===== src/rtl/f_norm_pkg.sv =====
// Shared types and constants for the single-precision add/sub normaliser.
package f_norm_pkg;
  localparam int MANT_W = 23;
  localparam logic [7:0] EXP_MAX = 8'hFF;

  typedef enum logic [1:0] {IDLE, ENC, ADJ, OUT} norm_state_t;

  typedef struct packed {
    logic              sign;
    logic [7:0]        exp;
    logic [MANT_W-1:0] frac;
    logic              ovf;
    logic              unf;
    logic              zero;
  } norm_res_t;
endpackage


===== src/rtl/f_norm_sequencer_if.sv =====
// Input/output handshake bundle of the normaliser; slave is the normaliser side.
interface f_norm_sequencer_if #(parameter int EXP_W = 8);
  logic             in_valid;
  logic             in_ready;
  logic             in_sign;
  logic [EXP_W-1:0] in_exp;
  logic [24:0]      in_mant;
  logic             out_valid;
  logic             out_ready;
  logic             out_sign;
  logic [EXP_W-1:0] out_exp;
  logic [22:0]      out_frac;
  logic             out_ovf;
  logic             out_unf;
  logic             out_zero;

  modport slave (
    input  in_valid, in_sign, in_exp, in_mant, out_ready,
    output in_ready, out_valid, out_sign, out_exp, out_frac, out_ovf, out_unf, out_zero
  );
  modport master (
    output in_valid, in_sign, in_exp, in_mant, out_ready,
    input  in_ready, out_valid, out_sign, out_exp, out_frac, out_ovf, out_unf, out_zero
  );
endinterface


===== src/rtl/f_norm_sequencer_penc.sv =====
// Leading-one encoder: y = index+1 of the highest set bit of a, 0 when a is zero.
module F_priority_encoder (
  input  logic [22:0] a,
  output logic [4:0]  y
);
  always_comb begin
    y = '0;
    for (int i = 0; i < 23; i++)
      if (a[i]) y = 5'(i + 1);
  end
endmodule


===== src/rtl/f_norm_sequencer.sv =====
// Multi-cycle normaliser: IDLE -> ENC -> ADJ -> OUT with valid/ready on both sides.
// F_NORM_BYPASS_EN lets already-normalised and special beats jump from IDLE to OUT.
module f_norm_sequencer
  import f_norm_pkg::*;
#(
  parameter int EXP_W = 8,
  parameter int BIAS  = 127
) (
  input  logic               clk,
  input  logic               reset,
  f_norm_sequencer_if.slave  bus,
  output logic               busy
);
  if (EXP_W != 8 || BIAS != 127) begin : g_cfg_chk
    $error("f_norm_sequencer: only EXP_W=8 / BIAS=127 is supported");
  end

  norm_state_t state, state_nx;
  logic        sign_q;
  logic [7:0]  exp_q;
  logic [24:0] mant_q;
  logic [4:0]  lz_q, lz_y;
  norm_res_t   res_q, adj_res;

  logic [8:0]        e_inc, e_sub;
  logic [4:0]        sh;
  logic [MANT_W-1:0] shifted;

  F_priority_encoder u_penc (.a(mant_q[22:0]), .y(lz_y));

`ifdef F_NORM_BYPASS_EN
  logic      byp_hit;
  norm_res_t byp_res;
  assign byp_hit = (bus.in_exp == EXP_MAX) || (bus.in_mant[24:23] == 2'b01);
  assign byp_res = '{sign: bus.in_sign, exp: bus.in_exp, frac: bus.in_mant[22:0],
                     ovf: 1'b0, unf: 1'b0, zero: 1'b0};
`endif

  always_ff @(posedge clk or posedge reset) begin
    if (reset) begin
      state  <= IDLE;
      sign_q <= 1'b0;
      exp_q  <= '0;
      mant_q <= '0;
      lz_q   <= '0;
      res_q  <= '0;
    end else begin
      state <= state_nx;
      if (state == IDLE && bus.in_valid) begin
        sign_q <= bus.in_sign;
        exp_q  <= bus.in_exp;
        mant_q <= bus.in_mant;
      end
      if (state == ENC) lz_q <= lz_y;
      if (state == ADJ) res_q <= adj_res;
`ifdef F_NORM_BYPASS_EN
      if (state == IDLE && bus.in_valid && byp_hit) res_q <= byp_res;
`endif
    end
  end

  always_comb begin
    state_nx      = state;
    bus.in_ready  = 1'b0;
    bus.out_valid = 1'b0;
    busy          = 1'b1;
    case (state)
      IDLE: begin
        bus.in_ready = 1'b1;
        busy         = 1'b0;
        if (bus.in_valid) begin
`ifdef F_NORM_BYPASS_EN
          state_nx = byp_hit ? OUT : ENC;
`else
          state_nx = ENC;
`endif
        end
      end
      ENC: state_nx = ADJ;
      ADJ: state_nx = OUT;
      OUT: begin
        bus.out_valid = 1'b1;
        if (bus.out_ready) state_nx = IDLE;
      end
      default: state_nx = IDLE;
    endcase
  end

  // Exponent math is one bit wider so a borrow in e_sub flags the flush case.
  always_comb begin
    e_inc   = {1'b0, exp_q} + 9'd1;
    sh      = 5'd24 - lz_q;
    e_sub   = {1'b0, exp_q} - {4'b0, sh};
    shifted = mant_q[22:0] << sh;
    adj_res      = '0;
    adj_res.sign = sign_q;
    if (exp_q == EXP_MAX) begin
      adj_res.exp  = EXP_MAX;
      adj_res.frac = mant_q[22:0];
    end else if (mant_q[24]) begin
      if (e_inc == {1'b0, EXP_MAX}) begin
        adj_res.exp = EXP_MAX;
        adj_res.ovf = 1'b1;
      end else begin
        adj_res.exp  = e_inc[7:0];
        adj_res.frac = mant_q[23:1];
      end
    end else if (mant_q[23]) begin
      adj_res.exp  = exp_q;
      adj_res.frac = mant_q[22:0];
    end else if (lz_q == 5'd0) begin
      adj_res.zero = 1'b1;
    end else if (e_sub[8] || e_sub == 9'd0) begin
      adj_res.unf = 1'b1;
    end else begin
      adj_res.exp  = e_sub[7:0];
      adj_res.frac = shifted;
    end
  end

  assign bus.out_sign = res_q.sign;
  assign bus.out_exp  = res_q.exp;
  assign bus.out_frac = res_q.frac;
  assign bus.out_ovf  = res_q.ovf;
  assign bus.out_unf  = res_q.unf;
  assign bus.out_zero = res_q.zero;
endmodule


===== src/flat_wrapper.sv =====
// flat-port wrapper written by rule: the top's interface ports become plain ports
module f_norm_sequencer_flat import f_norm_pkg::*;
#(
  parameter int EXP_W = 8,
  parameter int BIAS  = 127
)
  (clk, reset, busy, bus_in_valid, bus_in_sign, bus_in_exp, bus_in_mant, bus_out_ready, bus_in_ready, bus_out_valid, bus_out_sign, bus_out_exp, bus_out_frac, bus_out_ovf, bus_out_unf, bus_out_zero);
  f_norm_sequencer_if #(.EXP_W(EXP_W)) bus_i ();
  input  logic clk;
  input  logic reset;
  output logic busy;
  input wire logic [$bits(bus_i.in_valid)-1:0] bus_in_valid;
  input wire logic [$bits(bus_i.in_sign)-1:0] bus_in_sign;
  input wire logic [$bits(bus_i.in_exp)-1:0] bus_in_exp;
  input wire logic [$bits(bus_i.in_mant)-1:0] bus_in_mant;
  input wire logic [$bits(bus_i.out_ready)-1:0] bus_out_ready;
  output wire logic [$bits(bus_i.in_ready)-1:0] bus_in_ready;
  output wire logic [$bits(bus_i.out_valid)-1:0] bus_out_valid;
  output wire logic [$bits(bus_i.out_sign)-1:0] bus_out_sign;
  output wire logic [$bits(bus_i.out_exp)-1:0] bus_out_exp;
  output wire logic [$bits(bus_i.out_frac)-1:0] bus_out_frac;
  output wire logic [$bits(bus_i.out_ovf)-1:0] bus_out_ovf;
  output wire logic [$bits(bus_i.out_unf)-1:0] bus_out_unf;
  output wire logic [$bits(bus_i.out_zero)-1:0] bus_out_zero;
  assign bus_i.in_valid = bus_in_valid;
  assign bus_i.in_sign = bus_in_sign;
  assign bus_i.in_exp = bus_in_exp;
  assign bus_i.in_mant = bus_in_mant;
  assign bus_i.out_ready = bus_out_ready;
  assign bus_in_ready = bus_i.in_ready;
  assign bus_out_valid = bus_i.out_valid;
  assign bus_out_sign = bus_i.out_sign;
  assign bus_out_exp = bus_i.out_exp;
  assign bus_out_frac = bus_i.out_frac;
  assign bus_out_ovf = bus_i.out_ovf;
  assign bus_out_unf = bus_i.out_unf;
  assign bus_out_zero = bus_i.out_zero;
  f_norm_sequencer #(.EXP_W(EXP_W), .BIAS(BIAS)) u_core (.clk(clk), .reset(reset), .bus(bus_i), .busy(busy));
endmodule

===== config.mk =====
export PLATFORM = sky130hd
export DESIGN_NAME = f_norm_sequencer_flat
export DESIGN_NICKNAME = d
export VERILOG_FILES = /design/src/rtl/f_norm_pkg.sv /design/src/rtl/f_norm_sequencer_if.sv /design/src/rtl/f_norm_sequencer_penc.sv /design/src/rtl/f_norm_sequencer.sv /design/src/flat_wrapper.sv
export SDC_FILE = /design/constraint.sdc
export NUM_CORES = 1
export LEC_CHECK = 0
export ABC_AREA = 1
export ABC_CLOCK_PERIOD_IN_PS = 3420
export BUFFER_PORTS_ARGS = -buffer_cell sky130_fd_sc_hd__clkbuf_2
export CORE_MARGIN = 2
export CORE_UTILIZATION = 53
export DETAILED_ROUTE_END_ITERATION = 7
export PLACE_DENSITY = 0.82
export SYNTH_ARGS = -nofsm -noshare
export SYNTH_HDL_FRONTEND = slang
export SYNTH_SLANG_ARGS = --single-unit

===== constraint.sdc =====
create_clock -name clk -period 3.42 [get_ports clk]
set_clock_uncertainty 0.2 [all_clocks]
set_input_delay 0.342 -clock clk [delete_from_list [all_inputs] [get_ports clk]]
set_output_delay 0.342 -clock clk [all_outputs]
set_load 0.02 [all_outputs]

== Yosys cells after proc, flatten, opt, wreduce, memory -nomap -nowiden ==
Cells that the tools add are included.
W data, S select, Z words.
Word-level totals
  register bits after elaboration: 76
  output and inout bits: 38
  input port bits: 38
Cells by class
  reductions and logical operators: 6
  $add $sub $neg: 3
  mux-type cells: 44
  shift operators: 1
  eq/ne operators: 7
Operators with widths (number)
  $mux W31: 5
  $mux W5: 22
  $mux W23: 1
  $shl A23 B5 Y23: 1
  $add A8 B1 Y9 const B: 1
  $eq A9 B8 Y1 const B: 1
  $logic_not A9 Y1: 1
  $mux W1: 9
  $sub A8 B5 Y9: 1
  $eq A8 B8 Y1 const B: 1
  $mux W2: 4
  $mux W8: 1
  $pmux W2 S4: 1
  $logic_not A5 Y1: 1
  $sub A5 B5 Y5 const A: 1
  $eq A2 B2 Y1 const B: 2
  $ne A2 B2 Y1 const B: 2
  $mux W3: 1
  $eq A2 B1 Y1 const B: 1
  $logic_not A2 Y1: 1
  $reduce_and A2 Y1: 1
  $logic_and A1 B1 Y1: 1
  $logic_or A1 B1 Y1: 1

== Longest topological paths before layout ==
Gate-level depths: netlist of the first run.
  depth after elaboration: 23
  depth in mapped cells: 26
  gate-level depth less buffers: 24

== By module ==
From an unflattened synthesis of the first run, not the netlist that was laid out.
Second synthesis, totals
  cells, all modules: 952
  area, all modules: 6187.2 um2
Modules (own cells, without submodules)
  f_norm_sequencer: times used 1, area each 5873.1 um2, sequential area each 1901.8 um2, cells each 886
  F_priority_encoder: times used 1, area each 314.1 um2, sequential area each 0.0 um2, cells each 66

== Least setup slack after synthesis of the first run ==
Ideal clock, no wire load.
  path type: reg-to-reg
  from: register u_core.lz_q[0]
  to: register u_core.res_q, in the netlist u_core.bus.out_frac[18]
  clock period less this slack: 3340 ps
  buffers on the path: 3
  arrival: 3023 ps
  required time: 3103 ps
  path slack: 80 ps
  setup time: 117 ps
  stages on the path, launching flop included: 26
  cells stage by stage: dfrtp_1 -> buf_4 -> inv_2 -> ha_1 -> inv_1 -> nor2_1 -> nor2_2 -> inv_2 -> buf_2 -> ha_1 -> a21oi_1 -> o21ai_1 -> nand2_1 -> nand2_1 -> nand2_1 -> nand2_1 -> nor3_2 -> xor2_1 -> nand3_1 -> nand2_2 -> buf_4 -> o22ai_1 -> nand2_1 -> nand2_1 -> nand2_1 -> nand2_1
Between the ends
  longest elaborated chain between the ends: 9
  elaborated cells between the ends (all ways): 11
  those cells by class: 2 x add/sub; 1 x shift; 5 x mux; 3 x reduce/logical
Ends and longest elaborated chain
  start, declared: RTL line f_norm_sequencer.sv:22  | logic [4:0] lz_q, lz_y;
  start signal, assigned: RTL line f_norm_sequencer.sv:54  | if (state == ENC) lz_q <= lz_y;
  $sub A5 B5 Y5: RTL line f_norm_sequencer.sv:92  | sh = 5'd24 - lz_q;
  $sub A8 B5 Y9: RTL line f_norm_sequencer.sv:93  | e_sub = {1'b0, exp_q} - {4'b0, sh};
  $logic_not A9 Y1: RTL line f_norm_sequencer.sv:113  | end else if (e_sub[8] || e_sub == 9'd0) begin
  $logic_or A1 B1 Y1: RTL line f_norm_sequencer.sv:113
  $mux W31: RTL line f_norm_sequencer.sv:113
  $mux W31 (*): RTL line f_norm_sequencer.sv:111  | end else if (lz_q == 5'd0) begin
  $mux W31 (*): RTL line f_norm_sequencer.sv:108  | end else if (mant_q[23]) begin
  $mux W31 (*): RTL line f_norm_sequencer.sv:100  | end else if (mant_q[24]) begin
  $mux W31 (*): RTL line f_norm_sequencer.sv:97  | if (exp_q == EXP_MAX) begin
  end signal, assigned: RTL line f_norm_sequencer.sv:55  | if (state == ADJ) res_q <= adj_res;
  end, declared: RTL line f_norm_sequencer.sv:23  | norm_res_t res_q, adj_res;
Every way passes the cells marked *; elsewhere a longest branch is shown, timed or not.
A chain may end at the register's enable or synchronous reset.

== Worst setup path after layout of the first run ==
  from: register u_core.lz_q[0]
  to: register u_core.res_q, in the netlist u_core.bus.out_frac[9]
Same word-level chain as after synthesis.

==> summary.md, run 1 <==
| Metric | Value |
|---|---|
| Outcome | `finished clean` |
| First-pass GRT wire length | `26,400 microns` |
| Fillers | `979` |
| Crit path buf inv count | `4` |
| Initial DRT Pass Iterations | `6` |
| Register share of total power | `24.4%` |
| Post-Syn Area | `5560 sq um` |
| Placed Cells | `990` |
| Power share of the combinational group | `65.6%` |
| RR Endpoint | `u_core.bus.out_frac[9]` |
| Net Sw Frac | `53.3%` |
| Max Root-Sink Buffers | `2` |
| Hold WC Path Type | `in2reg` |
| Via count | `5,713` |
| IO Count | `76` |
| N_diodes | `0` |
| Total global routing track utilization | `29.5%` |
| Layout cell share with drive strength beyond 1 | `16.4%` |
| Library cells used by synthesis | `47` |
| Most frequent CP cell | `nand2_1` |
| Fin. Hold Viols | `0` |
| Commonest cells post-synth | `nand2_1 (263), dfrtp_1 (76), nor2_1 (76)` |
| Die width | `106 microns` |
| Core Region | `10,300 sq um` |
| # rows | `37` |
| Final Max Tran Viols | `0` |
| Top cell type's share of synthesized area | `34.2%` |
| Period utilization | `95.5%` |
| Power per Cell Area | `1140 nW/um^2` |
| Synth Net Count | `861` |
| HPWL Detailed | `11,600 microns` |
| Routed Antenna Nets | `0` |
| Worst-path clk slew | `80 ps` |
| Initial Util | `54.1%` |
| Clock Power Share | `9.9%` |
| Layout Cells excl Fill | `1,012` |
| Die height | `106 microns` |
| Max frequency | `306 MHz` |
| Hold_ws | `13.8 ps` |
| Required @ worst endpoint | `3470 ps` |
| Final Critical Period | `3270 ps` |
| DP Area | `5920 sq um` |
| Initial antenna violation count | `0` |
| R2R setup slack | `150 ps` |
| Hold depth | `2` |
| Routed vias/inst | `5.65` |
| Post-detailed-route wirelength per cell | `16.0 microns` |
| Setup TNS | `0 ps` |
| CTS Root Cell | `clkbuf_8` |
| Largest stage delay on the critical path | `460 ps` |
| Area of the die | `11,300 sq um` |
| Hold_sp | `bus_in_exp[3]` |
| Post-synthesis async set-or-reset flop share | `100%` |
| Peak fanout along the critical path | `6` |
| Syn Area/Cell | `6.87 sq um` |
| Reg-to-reg critical path startpoint | `u_core.lz_q[0]` |
| Ys flop type | `dfrtp_1` |
| Worst skew pair latency | `360 ps` |
| Synth Instances | `810` |
| Crit start category | `flop` |
| Slew at the pin with the worst max-slew slack | `867 ps` |
| Reg2reg path depth | `23` |
| Crit-path cells | `inv_4 -> ha_4 -> inv_2 -> nor2_4 -> nor2_4 -> inv_2 -> ha_4 -> a21oi_2 -> o21ai_2 -> nand2_1 -> nand2_1 -> nand2_1 -> nand2_2 -> nor3_4 -> xor2_1 -> nand3_1 -> nand2_4 -> clkbuf_16 -> o22ai_1 -> nand2_1 -> nand2_1 -> nand2_1 -> nand2_1` |
| Port buffer count | `75` |
| Static Leak | `0.00318 uW` |
| Initial drt markers | `500` |
| Arr. time, crit path | `3310 ps` |
| EDFF count, synth | `0` |
| Final setup viols | `0` |
| NumNets Final | `922` |
| Rel. slew slack | `42.1%` |
| Crit-path slowest cell | `dfrtp_2` |
| Finished Cell Area | `6270 sq um` |
| Hold worst-path end | `u_core.exp_q[3]` |
| Peak supply drop | `579 uV` |
| Yosys top cell by area | `dfrtp_1` |
| Internal power | `3330 uW` |
| CTS buffer count | `9` |
| GR Overflow Total | `0` |
| Number of max-cap violations | `0` |
| # clock sinks | `76` |
| Count leader, synth | `nand2_1` |
| Power Total | `7130 uW` |
| Number of remaining DRC errors | `0` |
| Number of global-route vias before repair | `5,269` |
| Largest net degree at the start of global routing | `47` |
| Synth warn | `0` |
| Register bit total from synthesis | `76` |
| Area contributors post-synth | `dfrtp_1 (34%), nand2_1 (18%), o21ai_0 (6.7%)` |
| Critical path class | `reg2reg` |
| Area Overhead vs Synth | `12.7%` |
| Top delay family on crit path | `simple AND/OR/NAND/NOR gates` |
| CP endpoint kind | `flop` |
| RD Place Congestion | `1.02` |
| CTS H-tree lvls | `3` |
| CTS tree | `yes` |
| Switching pwr | `3800 uW` |
| Sequential share of the synthesized area | `34.2%` |
| Wirelength, routed | `16,200 microns` |
[final cells by class]
class	count	area (sq um)	area share [%]
Clock buffer	12	155	2.47
Tap cell	136	170	2.71
Sequential cell	76	1900	30.4
Timing Repair Buffer	96	578	9.22
Clock inverter	4	47.5	0.758
Multi-Input combinational cell	620	3160	50.3
Inverter	68	259	4.13
[placed cells by master, fill, tap and decap left out, types with 3 or more instances in the layout]
master and instances:
inv_2 8, nand2_1 261, nor4_1 4, clkbuf_2 75, mux2_2 3, nor3_1 5, nand3_1 18, o21ai_1 7
xor2_1 8, a211oi_1 5, clkinv_1 3, inv_1 55, o21ai_0 75, a31oi_1 24, buf_4 17, o22ai_1 15
a21oi_1 52, a22oi_1 3, xnor2_1 5, nor2_4 4, dfrtp_1 74, o211ai_1 8, o2111ai_1 6, clkinv_2 3
clkbuf_8 11, mux2i_1 10, ha_1 10, nor2_1 75
[kinds of logic after synthesis]
group	synth area share, %
flip-flops	34.2
AO/OA/AOI/OAI	20.2
multiplexers	2.41
adder cells (fa/ha/maj)	3.06
AND/OR/NAND/NOR	27.4
buffers and inverters	10.5
XOR/XNOR	2.34
[sequential cells by signal, summed over array words and instances, names as in the netlist]
register             flops
u_core.bus.out_exp       8
u_core.lz_q              5
u_core.sign_q            1
u_core.exp_q             8
u_core.bus.out_sign      1
u_core.state             2
u_core.bus.out_ovf       1
u_core.bus.out_unf       1
u_core.bus.out_frac     23
u_core.bus.out_zero      1
u_core.mant_q           25
[how the worst max path moves through the flow]
stage	startpoint	end	slack, ps	depth (start not counted)
floorplan	u_core.lz_q[0]	u_core.bus.out_frac[18]	80	25
global placement	u_core.lz_q[0]	u_core.bus.out_frac[0]	140	17
detailed placement	u_core.lz_q[0]	u_core.bus.out_frac[5]	40	24
CTS	u_core.lz_q[0]	u_core.bus.out_frac[3]	60	24
global route	u_core.lz_q[1]	u_core.bus.out_frac[13]	-10	19
finish	u_core.lz_q[0]	u_core.bus.out_frac[9]	150	23
[repair_timing]
action / CTS / global route
resized for setup: 1 / 16
cloned: 1 / 1
pin swaps: 1 / 6
endpoints found under the hold margin: 37 / 0
endpoints found under the setup margin: 3 / 30
hold buffers: 1 / 0
buffers inserted: 0 / 3
[per-layer routing]
metal	wire, microns	GRT usage, %
met5	0	0
met4	251	8.91
met3	1270	5.64
met2	7270	46.0
met1	7380	41.7
[worst register-to-register path: cells and delay by family (launching register included)]
| family | cells | cell delay [ps] |
|---|---|---|
| compound gates | 3 | 310 |
| flops | 1 | 460 |
| buf+inv | 4 | 390 |
| xor+xnor | 1 | 210 |
| simple gates | 13 | 1240 |
| fa+ha+maj | 2 | 350 |
[through the flow]
stage / utilization (%) / setup WS (ps)
floorplan: - / 80.4
global placement: 57.6 / 139
detailed placement: 57.6 / 43.5
CTS: 59.8 / 62.1
global route: 61.0 / -14.0
finish: 61.0 / 154
[power by group through the flow]
stage / Combinational (uW) / Clock [uW] / Sequential, uW
after floorplan: 3260 / 0 / 1830
after global placement: 4450 / 0 / 1720
after detailed placement: 4490 / 0 / 1720
after CTS: 4500 / 716 / 1720
after global routing: 5240 / 762 / 1790
final: 4680 / 708 / 1740
Note: power is estimated with default switching activity, not from simulation.
==> run 2: changes to the inputs <==
--- a/config.mk
+++ b/config.mk
@@ -9,9 +9,12 @@
 export ABC_CLOCK_PERIOD_IN_PS = 3420
 export BUFFER_PORTS_ARGS = -buffer_cell sky130_fd_sc_hd__clkbuf_2
 export CORE_MARGIN = 2
-export CORE_UTILIZATION = 53
+export CORE_UTILIZATION = 54
 export DETAILED_ROUTE_END_ITERATION = 7
-export PLACE_DENSITY = 0.82
+export MAX_ROUTING_LAYER = met4
+export PLACE_DENSITY = 0.83
+export SLEW_MARGIN = 20
 export SYNTH_ARGS = -nofsm -noshare
 export SYNTH_HDL_FRONTEND = slang
+export SYNTH_HIERARCHICAL = 1
 export SYNTH_SLANG_ARGS = --single-unit
==> run 2 against run 1 <==
Compared with the run above:
- utilization is 0.33 points higher
- sequential share of layout area is 3.0 points lower
- fmax is 4.7% higher
- via count is 15% higher
==> summary.md, run 2 <==
| Metric | Value |
|---|---|
| Outcome | `finished clean` |
| Final setup viols | `0` |
| Arr. time, crit path | `3160 ps` |
| Area Overhead vs Synth | `12.2%` |
| Top delay family on crit path | `simple AND/OR/NAND/NOR gates` |
| Most common cell after layout, fill and taps aside | `nand2_1` |
| Placed Cells | `1,138` |
| GR Overflow Total | `0` |
| Core Region | `11,300 sq um` |
| Initial antenna violation count | `0` |
| # rows | `39` |
| N_diodes | `0` |
| Count leader, synth | `nand2_1` |
| Syn Area/Cell | `6.50 sq um` |
| Final Max Tran Viols | `0` |
| Post-detailed-route wirelength per cell | `15.7 microns` |
| Hold WC Path Type | `in2reg` |
| # clock sinks | `76` |
| Number of setup buffers added after CTS | `0` |
| Number of flip-flops in the largest register | `25` |
| Number of global-route vias before repair | `5,901` |
| Top cell type's share of synthesized area | `30.7%` |
| RSZ-0062 raised after global routing | `false` |
| Initial drt markers | `890` |
| First-pass GRT wire length | `30,100 microns` |
| Most frequent CP cell | `nand2_1` |
| Commonest cells post-synth | `nand2_1 (347), nand3_1 (92), inv_1 (81)` |
| Synth warn | `6` |
| Layout cell share with drive strength beyond 1 | `18.7%` |
| Area of the die | `12,300 sq um` |
| Worst-path clk slew | `60 ps` |
| Initial DRT Pass Iterations | `7` |
| Most frequent cells in the layout | `nand2_1 (346), nand3_1 (92), inv_1 (80), dfrtp_1 (76), clkbuf_2 (75)` |
| Setup TNS | `0 ps` |
| Crit-path slowest cell | `dfrtp_1` |
| CTS H-tree lvls | `3` |
| Max frequency | `321 MHz` |
| Fin. Hold Viols | `0` |
| Worst skew pair latency | `350 ps` |
| Die width | `111 microns` |
| Met2 Wirelength | `8060 microns` |
| Sequential share of the synthesized area | `30.7%` |
| Final Critical Period | `3120 ps` |
| Post-synthesis async set-or-reset flop share | `100%` |
| Peak fanout along the critical path | `13` |
| Largest net degree at the start of global routing | `44` |
| Reg-to-reg critical path startpoint | `u_core/lz_q[0]` |
| Number of remaining DRC errors | `0` |
| RR Endpoint | `u_core/bus.out_frac[14]` |
| Hold depth | `2` |
| NumNets Final | `1,059` |
| Rel. slew slack | `36.6%` |
| Fillers | `1,076` |
| Metal-1 WL | `7940 microns` |
| Synth Net Count | `1,003` |
| Die height | `111 microns` |
| Routed Antenna Nets | `0` |
| R2R setup slack | `300 ps` |
| CTS Root Cell | `clkbuf_16` |
| Critical path class | `reg2reg` |
| Largest stage delay on the critical path | `390 ps` |
| Area contributors post-synth | `dfrtp_1 (31%), nand2_1 (21%), nand3_1 (7.4%)` |
| Total global routing track utilization | `30.9%` |
| Synth Instances | `952` |
| Crit start category | `flop` |
| Register bit total from synthesis | `76` |
| Ys flop type | `dfrtp_1` |
| Crit path buf inv count | `3` |
| Yosys top cell by area | `dfrtp_1` |
| CP endpoint kind | `flop` |
| Library cells used by synthesis | `42` |
| Crit-path cells | `inv_4 -> ha_1 -> xnor2_1 -> inv_2 -> ha_1 -> a21oi_1 -> nand2_1 -> nand3_1 -> nand2_1 -> inv_1 -> nand2_2 -> nand2_2 -> nand2_2 -> nor2_4 -> nand2_4 -> nand3_2 -> nand2_1 -> nand2_1 -> nand2_1 -> nand2_1 -> nand2_1` |
| CTS buffer count | `9` |
| Reg2reg path depth | `21` |
| Layout Cells excl Fill | `1,156` |
| Largest register by flop count | `u_core/mant_q` |
| Number of max-cap violations | `0` |
| Wirelength, routed | `18,200 microns` |
| Metal3 WL | `1690 microns` |
| HPWL Detailed | `13,000 microns` |
| Initial Util | `54.7%` |
| RD Place Congestion | `1.03` |
| Required @ worst endpoint | `3460 ps` |
| Top layer in use | `met4` |
| Port buffer count | `75` |
| CTS tree | `yes` |
| Post-Syn Area | `6190 sq um` |
| Routed vias/inst | `5.69` |
| Period utilization | `91.2%` |
| IO Count | `76` |
| Hold worst-path end | `u_core/mant_q[2]` |
| EDFF count, synth | `0` |
| Slew at the pin with the worst max-slew slack | `947 ps` |
| Via count | `6,575` |
| Hold_sp | `bus_in_mant[2]` |
| Max Root-Sink Buffers | `2` |
-- run 2: cell types whose count changed after synthesis, sizes merged, moves of 10 or more --
| cell | previous run | this run |
|---|---|---|
| nor2 | 79 | 54 |
| nand3 | 19 | 112 |
| mux2i | 10 | 0 |
| o22ai | 15 | 5 |
| o21ai | 83 | 53 |
| mux2 | 3 | 16 |
| inv | 65 | 95 |
| a31oi | 24 | 11 |
| nand2 | 265 | 362 |
-- run 2: area by class of cell --
class / count / area (sq um) / area share (%)
well taps: 143 / 179 / 2.58
inverters: 101 / 423 / 6.09
clock inverters: 5 / 37.5 / 0.541
multi-input cells: 726 / 3640 / 52.4
clock buffers: 11 / 233 / 3.35
repair buffers: 94 / 533 / 7.68
flip-flops and latches: 76 / 1900 / 27.4
-- run 2: worst max-delay path by stage --
stage                                    to  slack [ps]  cells past startpoint      startpoint
CTS                 u_core/bus.out_frac[22]         270                     22  u_core/lz_q[0]
global placement    u_core/bus.out_frac[22]         410                     22  u_core/lz_q[0]
detailed placement  u_core/bus.out_frac[22]         260                     22  u_core/lz_q[0]
global route        u_core/bus.out_frac[18]          30                     22  u_core/lz_q[0]
floorplan           u_core/bus.out_frac[10]         110                     22  u_core/lz_q[0]
finish              u_core/bus.out_frac[14]         300                     21  u_core/lz_q[0]
-- run 2: repair_timing --
action	CTS	global route
gates resized for setup	0	1
hold buffers	1	0
setup endpoints to repair	0	4
endpoints found under the hold margin	36	0
-- run 2: through the flow --
stage	util, %	worst slack (ps)	instance area [sq um]	hold WS, ps
floorplan	-	111	6190	240
global route	61.3	32.0	6940	31.4
detailed placement	58.7	262	6640	261
CTS	61.2	265	6920	25.1
finish	61.3	300	6940	23.5
global placement	58.7	413	6640	253
-- run 2: per-layer routing --
metal	vias to the layer above	track usage, %
li1	3183	-
met1	2967	44.2
met2	372	45.8
met3	53	4.70
met4	0	8.97
met5	-	-
-- run 2: kinds of logic after synthesis --
| logic type | share of synthesized area, % |
|---|---|
| xor gates and xnor gates | 1.66 |
| DFF | 30.7 |
| adders and majority gates | 2.75 |
| muxes | 2.91 |
| AOI/OAI and AO/OA | 12.1 |
| buffers and inverters | 10.8 |
| and+or+nand+nor | 39.0 |
Power of run 2 is not shown: default switching activity piles up to over one toggle a cycle in this logic, so the estimate is an artifact.
==> run 3: changes to the inputs <==
--- a/config.mk
+++ b/config.mk
@@ -9,10 +9,10 @@
 export ABC_CLOCK_PERIOD_IN_PS = 3420
 export BUFFER_PORTS_ARGS = -buffer_cell sky130_fd_sc_hd__clkbuf_2
 export CORE_MARGIN = 2
-export CORE_UTILIZATION = 54
+export CORE_UTILIZATION = 40
 export DETAILED_ROUTE_END_ITERATION = 7
 export MAX_ROUTING_LAYER = met4
-export PLACE_DENSITY = 0.83
+export PLACE_DENSITY = 0.66
 export SLEW_MARGIN = 20
 export SYNTH_ARGS = -nofsm -noshare
 export SYNTH_HDL_FRONTEND = slang
==> run 3 against run 2 <==
Compared with the run above:
- global-route usage is 7.6 points lower
- worst setup slack worse by 33 ps
- sequential share of layout area is 0.65 points lower
- utilization is 14 points lower
- critical endpoint is now u_core/bus.out_frac[5]
==> summary.md, run 3 (synthesized netlist as in run 2, its figures left out) <==
| Metric | Value |
|---|---|
| Period utilization | `92.2%` |
| Initial DRT Pass Iterations | `7` |
| Slew at the pin with the worst max-slew slack | `931 ps` |
| Max Root-Sink Buffers | `2` |
| Critical path class | `reg2reg` |
| Final Critical Period | `3150 ps` |
| Area of the multi-input gates | `3650 sq um` |
| RD Place Congestion | `0.984` |
| Worst-path clk slew | `60 ps` |
| Static Leak | `0.00382 uW` |
| Clock Power Share | `12.0%` |
| # rows | `45` |
| Largest register by flop count | `u_core/mant_q` |
| N_diodes | `0` |
| Internal power | `4090 uW` |
| Metal3 WL | `1280 microns` |
| Seq. cell area | `1900 sq um` |
| GR Overflow Total | `0` |
| Port buffer count | `75` |
| Most frequent cells in the layout | `nand2_1 (346), nand3_1 (91), inv_1 (80), dfrtp_1 (76), clkbuf_2 (75)` |
| Register share of total power | `21.8%` |
| Top layer in use | `met4` |
| Crit start category | `flop` |
| CTS H-tree lvls | `3` |
| NumNets Final | `1,063` |
| Number of max-cap violations | `0` |
| CTS buffer count | `9` |
| Fillers | `1,542` |
| Routed vias/inst | `5.30` |
| Via count | `6,388` |
| Total global routing track utilization | `23.3%` |
| IO Count | `76` |
| CP endpoint kind | `flop` |
| Number of global-route vias before repair | `5,739` |
| Required @ worst endpoint | `3460 ps` |
| Hold WC Path Type | `in2reg` |
| Routed Antenna Nets | `0` |
| Initial drt markers | `556` |
| Area of the die | `16,500 sq um` |
| Post-detailed-route wirelength per cell | `15.3 microns` |
| First-pass GRT wire length | `29,500 microns` |
| Outcome | `finished clean` |
| Worst skew pair latency | `350 ps` |
| Largest net degree at the start of global routing | `63` |
| R2R setup slack | `270 ps` |
| Area Overhead vs Synth | `14.9%` |
| Initial antenna violation count | `0` |
| Power Total | `8900 uW` |
| Number of flip-flops in the largest register | `25` |
| Power per Cell Area | `1250 nW/um^2` |
| Initial Util | `40.9%` |
| Arr. time, crit path | `3190 ps` |
| CTS Root Cell | `clkbuf_16` |
| Met2 Wirelength | `8080 microns` |
| Metal-1 WL | `8680 microns` |
| Hold_ws | `19.6 ps` |
| HPWL Detailed | `13,200 microns` |
| Max frequency | `317 MHz` |
| Most common cell after layout, fill and taps aside | `nand2_1` |
| Hold depth | `2` |
| Wirelength, routed | `18,400 microns` |
| Peak fanout along the critical path | `13` |
| Rel. slew slack | `37.8%` |
| Peak supply drop | `640 uV` |
| Die width | `128 microns` |
| Die height | `128 microns` |
| CTS tree | `yes` |
| Net Sw Frac | `54.1%` |
| Layout cell share with drive strength beyond 1 | `19.4%` |
| Final Max Tran Viols | `0` |
| Fin. Hold Viols | `0` |
| # clock sinks | `76` |
| Reg2reg path depth | `24` |
| Number of remaining DRC errors | `0` |
| Switching pwr | `4810 uW` |
| Power share of the combinational group | `66.2%` |
| Final setup viols | `0` |
| Core Region | `15,100 sq um` |
## run 3: area by class of cell
cell class,count,share of cell area [%]
clock inverter,6,1.32
tap,188,3.31
clock buffer,10,3.36
sequential,76,26.7
inverter,101,5.98
timing repair buffer,98,7.92
multi-input combinational,726,51.4
## run 3: worst max-delay path: stages (launching register included)
cell and delay (ps):
dfrtp_1 410, inv_4 140, ha_2 210, nand2_2 90
nand2_2 80, nand2_2 70, nand2_2 70, clkinv_1 80
ha_1 300, inv_1 40, nor2_1 110, nand3_1 100
nand4_1 100, nand2_1 80, inv_1 50, nand3_1 110
nor2_4 140, buf_4 160, nand2_8 110, nand3_2 90
nand2_1 60, nand2_1 50, nand2_1 60, nand2_1 60
nand2_1 50
## run 3: what timing repair did
| item | in CTS | in global routing |
|---|---|---|
| setup endpoints to repair | 0 | 28 |
| setup buffers | 0 | 3 |
| endpoints found under the hold margin | 0 | 21 |
| gates resized for setup | 0 | 4 |
| hold buffers | 0 | 1 |
## run 3: final timing paths
kind	from	end
worst max-delay path	u_core/lz_q[0]	u_core/bus.out_frac[5]
worst min-delay path	bus_in_mant[3]	u_core/mant_q[3]
worst max register to register	u_core/lz_q[0]	u_core/bus.out_frac[5]
worst min register to register	u_core/sign_q	u_core/bus.out_sign
max in group asynchronous	reset	u_core/exp_q[4]
min in group asynchronous	reset	u_core/bus.out_sign
## run 3: metal layers
| metal | vias up | GRT usage, % |
|---|---|---|
| met1 | 2928 | 32.4 |
| met3 | 28 | 3.58 |
| met5 | - | - |
| met4 | 0 | 6.59 |
| met2 | 244 | 35.2 |
| li1 | 3188 | - |
## run 3: power by group through the flow
stage | Combinational [uW] | Clock (uW) | Sequential (uW)
finish | 5890 | 1070 | 1940
global route | 6610 | 1130 | 2010
CTS | 5760 | 1100 | 1930
detailed placement | 5720 | 0 | 1940
global placement | 5710 | 0 | 1940
floorplan | 4270 | 0 | 1910
## run 3: stage by stage
step	setup slack (ps)	instances	TNS [ps]	utilization, %	cell area (sq um)
after global placement	315	1184	0	44.2	6700
after global routing	-14.2	1205	-34.7	47.0	7110
after detailed placement	226	1184	0	44.2	6700
final	267	1205	0	47.0	7110
after CTS	225	1200	0	46.4	7030
after floorplan	111	952	0	-	6190
